`src/rtl/mdu_iter_pkg.sv`:
```
// Shared definitions for the iterative multiply/divide unit: op codes, FSM states, width default.
package mdu_iter_pkg;

  localparam int unsigned MDU_WIDTH = 32;

  typedef enum logic [1:0] {
    MDU_MULT  = 2'b00,
    MDU_MULTU = 2'b01,
    MDU_DIV   = 2'b10,
    MDU_DIVU  = 2'b11
  } mdu_op_e;

  typedef enum logic [2:0] {
    ST_IDLE,
    ST_MUL,
    ST_DIV,
    ST_FIX,
    ST_DONE
  } mdu_state_e;

  // op[0]=0 selects the signed variants (MULT, DIV)
  function automatic logic is_signed_op(input logic [1:0] op);
    return ~op[0];
  endfunction

endpackage

```
`src/rtl/mdu_iter_if.sv`:
```
// EX-stage <-> MDU signal bundle; master is the pipeline side, slave is the MDU.
interface mdu_iter_if #(parameter int unsigned WIDTH = 32);
  logic             startE;
  logic [1:0]       opE;
  logic [WIDTH-1:0] srcaE;
  logic [WIDTH-1:0] srcbE;
  logic             mthiE;
  logic             mtloE;
  logic [WIDTH-1:0] hi;
  logic [WIDTH-1:0] lo;
  logic             busyE;
  logic             doneE;

  modport master (
    output startE, opE, srcaE, srcbE, mthiE, mtloE,
    input  hi, lo, busyE, doneE
  );

  modport slave (
    input  startE, opE, srcaE, srcbE, mthiE, mtloE,
    output hi, lo, busyE, doneE
  );
endinterface

```
`src/rtl/mdu_iter_datapath.sv`:
```
// Magnitude shift-add / restoring-divide datapath with iteration counter and final sign fix.
module mdu_datapath
  import mdu_iter_pkg::*;
#(
  parameter int unsigned WIDTH = MDU_WIDTH
) (
  input  logic             clk,
  input  logic             resetn,
  input  logic             i_load,
  input  logic [1:0]       i_op,
  input  logic [WIDTH-1:0] i_srca,
  input  logic [WIDTH-1:0] i_srcb,
  input  logic             i_step,
  output logic             o_last,
  output logic [WIDTH-1:0] o_fix_hi_c,
  output logic [WIDTH-1:0] o_fix_lo_c
);
  localparam int unsigned CW = $clog2(WIDTH) + 1;

  logic               r_div;
  logic               r_neg_q;
  logic               r_neg_r;
  logic [WIDTH-1:0]   r_b;
  logic [2*WIDTH-1:0] r_acc;
  logic [CW-1:0]      r_cnt;

  logic               w_sa, w_sb;
  logic [WIDTH-1:0]   w_abs_a, w_abs_b;
  logic [WIDTH:0]     w_mul_sum;
  logic [WIDTH:0]     w_shift;
  logic [WIDTH+1:0]   w_diff;
  logic [2*WIDTH-1:0] w_mul_next, w_div_next, w_prod;

  // r_acc holds {partial product, multiplier} for MUL and {remainder, quotient/dividend} for DIV
  always_comb begin
    w_sa       = is_signed_op(i_op) & i_srca[WIDTH-1];
    w_sb       = is_signed_op(i_op) & i_srcb[WIDTH-1];
    w_abs_a    = w_sa ? WIDTH'(-i_srca) : i_srca;
    w_abs_b    = w_sb ? WIDTH'(-i_srcb) : i_srcb;
    w_mul_sum  = {1'b0, r_acc[2*WIDTH-1:WIDTH]} + {1'b0, r_b};
    w_mul_next = r_acc[0] ? {w_mul_sum, r_acc[WIDTH-1:1]} : {1'b0, r_acc[2*WIDTH-1:1]};
    w_shift    = {r_acc[2*WIDTH-1:WIDTH], r_acc[WIDTH-1]};
    w_diff     = {1'b0, w_shift} - {2'b00, r_b};
    w_div_next = w_diff[WIDTH+1] ? {w_shift[WIDTH-1:0], r_acc[WIDTH-2:0], 1'b0}
                                 : {w_diff[WIDTH-1:0], r_acc[WIDTH-2:0], 1'b1};
  end

  always_ff @(posedge clk) begin
    if (!resetn) begin
      r_div   <= 1'b0;
      r_neg_q <= 1'b0;
      r_neg_r <= 1'b0;
      r_b     <= '0;
      r_acc   <= '0;
      r_cnt   <= '0;
    end else if (i_load) begin
      r_div   <= i_op[1];
      r_neg_q <= w_sa ^ w_sb;
      r_neg_r <= w_sa;
      r_b     <= w_abs_b;
      r_acc   <= {WIDTH'(0), w_abs_a};
      r_cnt   <= '0;
    end else if (i_step) begin
      r_acc   <= r_div ? w_div_next : w_mul_next;
      r_cnt   <= r_cnt + CW'(1);
    end
  end

  // Signed results: product/quotient negated on sign mismatch, remainder follows the dividend
  always_comb begin
    w_prod     = r_neg_q ? (2*WIDTH)'(-r_acc) : r_acc;
    o_fix_hi_c = w_prod[2*WIDTH-1:WIDTH];
    o_fix_lo_c = w_prod[WIDTH-1:0];
    if (r_div) begin
      o_fix_lo_c = r_neg_q ? WIDTH'(-r_acc[WIDTH-1:0]) : r_acc[WIDTH-1:0];
      o_fix_hi_c = r_neg_r ? WIDTH'(-r_acc[2*WIDTH-1:WIDTH]) : r_acc[2*WIDTH-1:WIDTH];
    end
  end

  assign o_last = (r_cnt == CW'(WIDTH - 1));

endmodule

```
`src/rtl/mdu_iter.sv`:
```
// EX-stage iterative MDU: FSM, busy/done generation and the architectural HI/LO registers.
module mdu_iter
  import mdu_iter_pkg::*;
#(
  parameter int unsigned WIDTH = MDU_WIDTH
) (
  input  logic       clk,
  input  logic       resetn,
  mdu_iter_if.slave  bus
);
  mdu_state_e       r_state;
  logic [WIDTH-1:0] r_hi;
  logic [WIDTH-1:0] r_lo;
  logic             r_done;

  logic             w_load;
  logic             w_step;
  logic             w_move_ok;
  logic             w_last;
  logic [WIDTH-1:0] w_fix_hi;
  logic [WIDTH-1:0] w_fix_lo;

  assign w_load    = (r_state == ST_IDLE) & bus.startE;
  assign w_step    = (r_state == ST_MUL) | (r_state == ST_DIV);
  assign w_move_ok = ((r_state == ST_IDLE) | (r_state == ST_DONE)) & ~bus.startE;

  mdu_datapath #(.WIDTH(WIDTH)) u_dp (
    .clk        (clk),
    .resetn     (resetn),
    .i_load     (w_load),
    .i_op       (bus.opE),
    .i_srca     (bus.srcaE),
    .i_srcb     (bus.srcbE),
    .i_step     (w_step),
    .o_last     (w_last),
    .o_fix_hi_c (w_fix_hi),
    .o_fix_lo_c (w_fix_lo)
  );

  always_ff @(posedge clk) begin
    if (!resetn) begin
      r_state <= ST_IDLE;
      r_hi    <= '0;
      r_lo    <= '0;
      r_done  <= 1'b0;
    end else begin
      r_done <= (r_state == ST_FIX);
      // MTHI/MTLO only land between operations and lose to a simultaneous start
      if (w_move_ok) begin
        if (bus.mthiE) r_hi <= bus.srcaE;
        if (bus.mtloE) r_lo <= bus.srcaE;
      end
      case (r_state)
        ST_IDLE: if (bus.startE) r_state <= bus.opE[1] ? ST_DIV : ST_MUL;
        ST_MUL:  if (w_last) r_state <= ST_FIX;
        ST_DIV:  if (w_last) r_state <= ST_FIX;
        ST_FIX: begin
          r_hi    <= w_fix_hi;
          r_lo    <= w_fix_lo;
          r_state <= ST_DONE;
        end
        ST_DONE: r_state <= ST_IDLE;
        default: r_state <= ST_IDLE;
      endcase
    end
  end

  // Busy drops in DONE so the mul/div leaves EX without retriggering
  assign bus.busyE = w_load | w_step | (r_state == ST_FIX);
  assign bus.doneE = r_done;
  assign bus.hi    = r_hi;
  assign bus.lo    = r_lo;

endmodule

```
`src/flat_wrapper.sv`:
```
// flat-port wrapper written by rule: the top's interface ports become plain ports
module mdu_iter_flat import mdu_iter_pkg::*;
#(
  parameter int unsigned WIDTH = MDU_WIDTH
)
  (clk, resetn, bus_startE, bus_opE, bus_srcaE, bus_srcbE, bus_mthiE, bus_mtloE, bus_hi, bus_lo, bus_busyE, bus_doneE);
  mdu_iter_if #(.WIDTH(WIDTH)) bus_i ();
  input  logic clk;
  input  logic resetn;
  input wire logic [$bits(bus_i.startE)-1:0] bus_startE;
  input wire logic [$bits(bus_i.opE)-1:0] bus_opE;
  input wire logic [$bits(bus_i.srcaE)-1:0] bus_srcaE;
  input wire logic [$bits(bus_i.srcbE)-1:0] bus_srcbE;
  input wire logic [$bits(bus_i.mthiE)-1:0] bus_mthiE;
  input wire logic [$bits(bus_i.mtloE)-1:0] bus_mtloE;
  output wire logic [$bits(bus_i.hi)-1:0] bus_hi;
  output wire logic [$bits(bus_i.lo)-1:0] bus_lo;
  output wire logic [$bits(bus_i.busyE)-1:0] bus_busyE;
  output wire logic [$bits(bus_i.doneE)-1:0] bus_doneE;
  assign bus_i.startE = bus_startE;
  assign bus_i.opE = bus_opE;
  assign bus_i.srcaE = bus_srcaE;
  assign bus_i.srcbE = bus_srcbE;
  assign bus_i.mthiE = bus_mthiE;
  assign bus_i.mtloE = bus_mtloE;
  assign bus_hi = bus_i.hi;
  assign bus_lo = bus_i.lo;
  assign bus_busyE = bus_i.busyE;
  assign bus_doneE = bus_i.doneE;
  mdu_iter #(.WIDTH(WIDTH)) u_core (.clk(clk), .resetn(resetn), .bus(bus_i));
endmodule
```
`config.mk`:
```
export PLATFORM = sky130hd
export DESIGN_NAME = mdu_iter_flat
export DESIGN_NICKNAME = d
export VERILOG_FILES = /design/src/rtl/mdu_iter_pkg.sv /design/src/rtl/mdu_iter_if.sv /design/src/rtl/mdu_iter_datapath.sv /design/src/rtl/mdu_iter.sv /design/src/flat_wrapper.sv
export SDC_FILE = /design/constraint.sdc
export NUM_CORES = 1
export LEC_CHECK = 0
export BUFFER_PORTS_ARGS = -buffer_cell sky130_fd_sc_hd__buf_4
export CAP_MARGIN = 20
export CORE_UTILIZATION = 40
export CTS_BUF_LIST = sky130_fd_sc_hd__clkbuf_4
export DETAILED_ROUTE_END_ITERATION = 8
export PLACE_DENSITY_LB_ADDON = 0.3
export SLEW_MARGIN = 10
export SYNTH_ARGS = -nofsm -noshare
export SYNTH_HDL_FRONTEND = slang
export SYNTH_HIERARCHICAL = 1
export SYNTH_SLANG_ARGS = --single-unit
```
`constraint.sdc`:
```
create_clock -name clk -period 3.25 [get_ports clk]
set_input_delay 0.4875 -clock clk [delete_from_list [all_inputs] [get_ports clk]]
set_output_delay 0.4875 -clock clk [all_outputs]
set_load 0.005 [all_outputs]
```
Word level (Yosys, flattened, before mapping)
Cells that the tools add are included.

operators by class
  mux-type cells = 22
  reductions and logical operators = 10
  bitwise gates (word level) = 12
  equal/unequal tests = 7
  add/subtract/negate cells = 8

operator list
  operator             count
  $mux 32              14
  $mux 64              4
  $neg 32->32          4
  $neg 64->64          1
  $sub 33x32->34       1
  $add 32x32->33       1
  $pmux 3 s3           1
  $reduce_bool 2->1    4
  $add 6x1->6 const B  1
  $eq 3x2->1 const B   2
  $eq 6x5->1 const B   1
  $mux 3               2
  $reduce_and 2->1     3
  $and 1x1->1          4
  $or 1x1->1           4
  $reduce_or 2->1      2
  $eq 3x1->1 const B   1
  $eq 3x3->1 const B   1
  $logic_not 3->1      1
  $not 1->1            3
  $mux 2               1
  $ne 2x1->1 const B   1
  $ne 2x2->1 const B   1
  $xor 1x1->1          1

storage, ports and cells
  logic and storage cells = 70
  input port bits = 71
  register bits = 173
  output and inout bits = 66

Depth between registers and ports, before layout
  depth after elaboration = 5
  depth in mapped cells = 14
  depth with buffers taken out = 13

By module
The synthesis kept the hierarchy.

by module, submodules not included
  module        cells each  times used  area each (um2)  sequential area each (um2)
  mdu_datapath  1,577       1           11,429.7         2,102.0
  mdu_iter      382         1           2,989.1          1,361.3

Worst setup path after synthesis
No wires, ideal clock.

  path type = register to register
  start = register u_core.u_dp.r_b[1]
  end = register u_core.u_dp.r_acc[37]
  cell stages (with the launch flop) = 13
  required time = 3.127 ns
  clock period less this slack = 2.905 ns
  arrival = 2.782 ns
  slack = 0.345 ns
  buffers on the path = 1
  library setup time = 0.123 ns
  path through = dfxtp_1 > inv_1 > ha_1 > nor2b_1 > o2111a_1 > o2111ai_1 > a31oi_1 > o21ai_1 > a21o_1 > o311a_1 > clkbuf_1 > a221oi_1 > nor2_1

between the ends
  word-level cells in the longest chain between the ends = 3
  elaborated cells on any way between the ends = 5
  those cells by class = add/sub (2); mux (3)

ends and longest elaborated chain
  element                                                  RTL line                                          source
  from (decl)                                              mdu_iter_datapath.sv:23                           logic [WIDTH-1:0] r_b;
  from (signal assigned)                                   mdu_iter_datapath.sv:60                           r_b <= w_abs_b;
  $sub 33x32->34 / $add 32x32->33 (equally long branches)  mdu_iter_datapath.sv:43, mdu_iter_datapath.sv:40
  $mux 64 (on tied branches)                               mdu_iter_datapath.sv:44, mdu_iter_datapath.sv:41
  $mux 64 *                                                mdu_iter_datapath.sv:64                           r_acc <= r_div ? w_div_next : w_mul_next;
  to (signal assigned)                                     mdu_iter_datapath.sv:61                           r_acc <= {WIDTH'(0), w_abs_a};
  to (signal assigned)                                     mdu_iter_datapath.sv:64
  to (decl)                                                mdu_iter_datapath.sv:24                           logic [2*WIDTH-1:0] r_acc;

Mark *: on every way between the ends. The rest lies on a longest branch, timed or not.
A chain may end at the register's enable or synchronous reset.

Final worst setup path
  start = register u_core.u_dp.r_b[4]
  end = register u_core.u_dp.r_acc[59]

Same word-level chain as after synthesis.

==> results.yml <==
power:
  ir_worst_vdd_v: 0.000323
  fin_total_pwr_uw: 7150
  power_leakage_uw: 0.00695
  power_density_nw_per_um2: 429
timing:
  finClkSkew_ps: 35.2
  relSlewSlack_pct: 42.3
  timing.final.crit_share_pct: 99.7
  min_period_ps: 3240
  fin_ws_ps: 10.6
  rsz0062_at_grt: "true"
  setup_viol: 0
  report.final.hold_viol_count: 0
  slew_violations: 0
  max_freq_mhz: 309
  worst_slew_pin_slew_ps: 864
synth:
  yosysSeqAreaShare_pct: 24.0
  syn-num-nets: 2101
  synthArstFlopShare_pct: 0
  post_synth_num_cell_types: 79
  yosys.area.top_type_share_pct: 24.0
  synthCells: 1959
  synth_edf_count: 0
  synthTopCellsByArea: "dfxtp_1 24%, nand2_1 7.1%, o21ai_0 6.9%, xnor2_1 6.0%, ha_1 6.0%"
  synth_area_um2: 14400
  ys_ff_latch: 173
  syn_area_per_cell_um2: 7.36
  synth_ff_type: "dfxtp_1"
  synth_warnings: 6
  synth_area_leader_cell: "dfxtp_1"
final_layout:
  post-route-cell-area_um2: 16600
  layout_commonest_cell: "nand2_1"
  drive_gt1_share_pct: 15.6
  fillers: 3592
  final_cell_mix: "270 x nand2_1, 240 x buf_4, 194 x o21ai_0"
  layout.cells.non_filler: 2564
  fin_nets: 2231
  area_growth_pct: 15.5
setup_path:
  r2r_start: "u_core/u_dp/r_b[4]$_SDFFE_PN0P_"
  critPathRequiredTime_ps: 3800
  crit_family: "compound AO/OA/AOI/OAI gates"
  startpoint: "u_core/u_dp/r_b[4]$_SDFFE_PN0P_"
  worstSetupEndpointType: "flop"
  crit_path_frequent_cell: "a21oi_1"
  path_class: "reg -> reg"
  max_stage_delay_ps: 410
  start_kind: "flop"
  critPathMaxFanout: 5
  reg2reg_slack_ps: 10
  arrival_ps: 3790
  crit_chain: "inv_1, ha_1, a21oi_1, nand2_1, o2111ai_1, a31oi_2, buf_4, buf_4, o211ai_1, a21oi_1, or3_1, a32oi_1, a21oi_1"
  slowest_stage: "dfxtp_1"
  worst-path-buf-inv: 3
flow_run:
  max-cap-violations: 0
drt:
  viasPerCell: 5.93
  via_count: 15200
  wl_per_cell_um: 19.5
  drt_pass1_iterations: 6
  drc: 0
  drt_iter0_markers: 1367
  wl_mm: 50.1
  detail-route-antenna-nets: 0
clocking:
  postCtsHoldBufs: 0
  tritoncts: "built"
  cts_buffers: 17
  cts-root-buf: "clkbuf_4"
  htreeDepth: 4
  clk_path_buf_depth: 2
  path_clk_slew_ps: 190
  clock_latency_ps: 660
  clock_sinks: 173
die:
  dieArea_um2: 36800
  die_h_um: 192
  coreArea_um2: 35500
  rows: 69
  initial_core_util_pct: 40.6
  pin_count: 137
  chipWidth_um: 192
placement:
  pre_cts_slack_ps: 19.2
  dpl_cell_area_um2: 16200
  dp.cells: 2527
  gp_congestion: 0.989
  dpl.hpwl_mm: 37.9
  numPortBuffers: 136
global_routing:
  globalRouteOverflowTotal: 0
  grt_max_degree: 115
  antenna_found_initial: 1
  track_usage_pct: 27.1
  grt_pass1_wl_mm: 77.9
  grt_pass1_vias: 14100
worst_hold_path:
  hold_path_class: "in -> reg"
  holdCritStartpoint: "bus_srcaE[22]"
outcome:
  status: "finished, final reports clean"
worst min-delay path, stage by stage:
cell and delay (ps):
buf_4 140, nand2_1 60, a31oi_1 70
repair_timing:
item	CTS	global route
pin swaps	0	3
endpoints found under the setup margin	1	33
buffers inserted	0	4
gates resized for setup	1	22
gates cloned	0	0
registers in the layout (all words and copies together) (netlist names):
signal,count
u_core/bus.doneE,1
u_core/bus.hi,32
u_core/bus.lo,32
u_core/r_state,3
u_core/u_dp/r_acc,64
u_core/u_dp/r_b,32
u_core/u_dp/r_cnt,6
u_core/u_dp/r_div,1
u_core/u_dp/r_neg_q,1
u_core/u_dp/r_neg_r,1
per-layer routing:
layer  GRT usage (%)  part of all wire, %  vias to the layer above  wire length [µm]
met5               0                    0                        -                 0
met4            11.1                  3.3                        0              1670
met3            3.27                  6.6                       89              3320
met2            45.3                   46                      611             23300
met1            35.1                   44                     7167             21900
li1                -                    -                     7342                 -
report_power, final:
part	switching [µW]	internal [µW]	total, µW
combinational	1910	1360	3270
clock	910	420	1330
sequential	244	2310	2550
cells in the mapped netlist, drive strengths merged, types with 5 or more instances:
cell,instances
a21o,17
or4,13
nor2,132
or3,26
o31ai,21
o41ai,8
o21bai,8
a21oi,154
nand2b,12
mux2i,50
clkbuf,103
xnor2,99
nand4,11
o211ai,7
ha,69
xor2,71
a211oi,18
inv,59
nor2b,26
o21ai,210
buf,32
a221oi,26
a31oi,83
o211a,38
nor3,39
o22ai,22
nand3b,5
or2,7
nand2,281
o21a,11
a21boi,5
a22oi,8
and3,9
nor4,19
nand3,34
dfxtp,173
a221o,5
final cells by class:
cell class / instances / area (µm²) / area share (%)
well taps: 461 / 577 / 3.46
clock buffers: 18 / 135 / 0.812
inverters: 61 / 229 / 1.38
multi-input cells: 1590 / 10200 / 61.2
diodes: 1 / 2.50 / 0.0150
repair buffers: 246 / 1910 / 11.5
clock inverters: 14 / 145 / 0.872
flip-flops and latches: 173 / 3460 / 20.8
cell families (layout without fill, tap and decap cells):
kind of cell / after synthesis / after routing / share of synthesized area [%]
and+or+nand+nor: 639 / 639 / 21.2
muxes: 52 / 52 / 3.63
AOI/OAI and AO/OA: 658 / 658 / 28.6
other: 0 / 1 / 0
buffers and inverters: 196 / 339 / 6.02
adders and majority gates: 71 / 71 / 6.27
DFF: 173 / 173 / 24.0
xor gates and xnor gates: 170 / 170 / 10.3
path summary, 6_finish.rpt:
path | cells after the start | to
hold reg to reg | 2 | u_core/bus.lo[27]$_SDFFE_PN0P_
hold / removal | 3 | u_core/bus.lo[22]$_SDFFE_PN0P_
setup reg to reg | 13 | u_core/u_dp/r_acc[59]$_SDFFE_PP0P_
setup / recovery | 13 | u_core/u_dp/r_acc[59]$_SDFFE_PP0P_
per-stage QoR:
stage | TNS, ps | hold WS (ps) | util (%)
4_1_cts | 0 | 60.2 | 46.6
3_5_place_dp | 0 | 466 | 45.8
3_3_place_gp | -0.0280 | 459 | 45.7
6_report | 0 | 105 | 46.9
2_1_floorplan | 0 | 459 | -
5_1_grt | -129 | 69.4 | 46.9
Note: power is estimated with default switching activity, not from simulation.
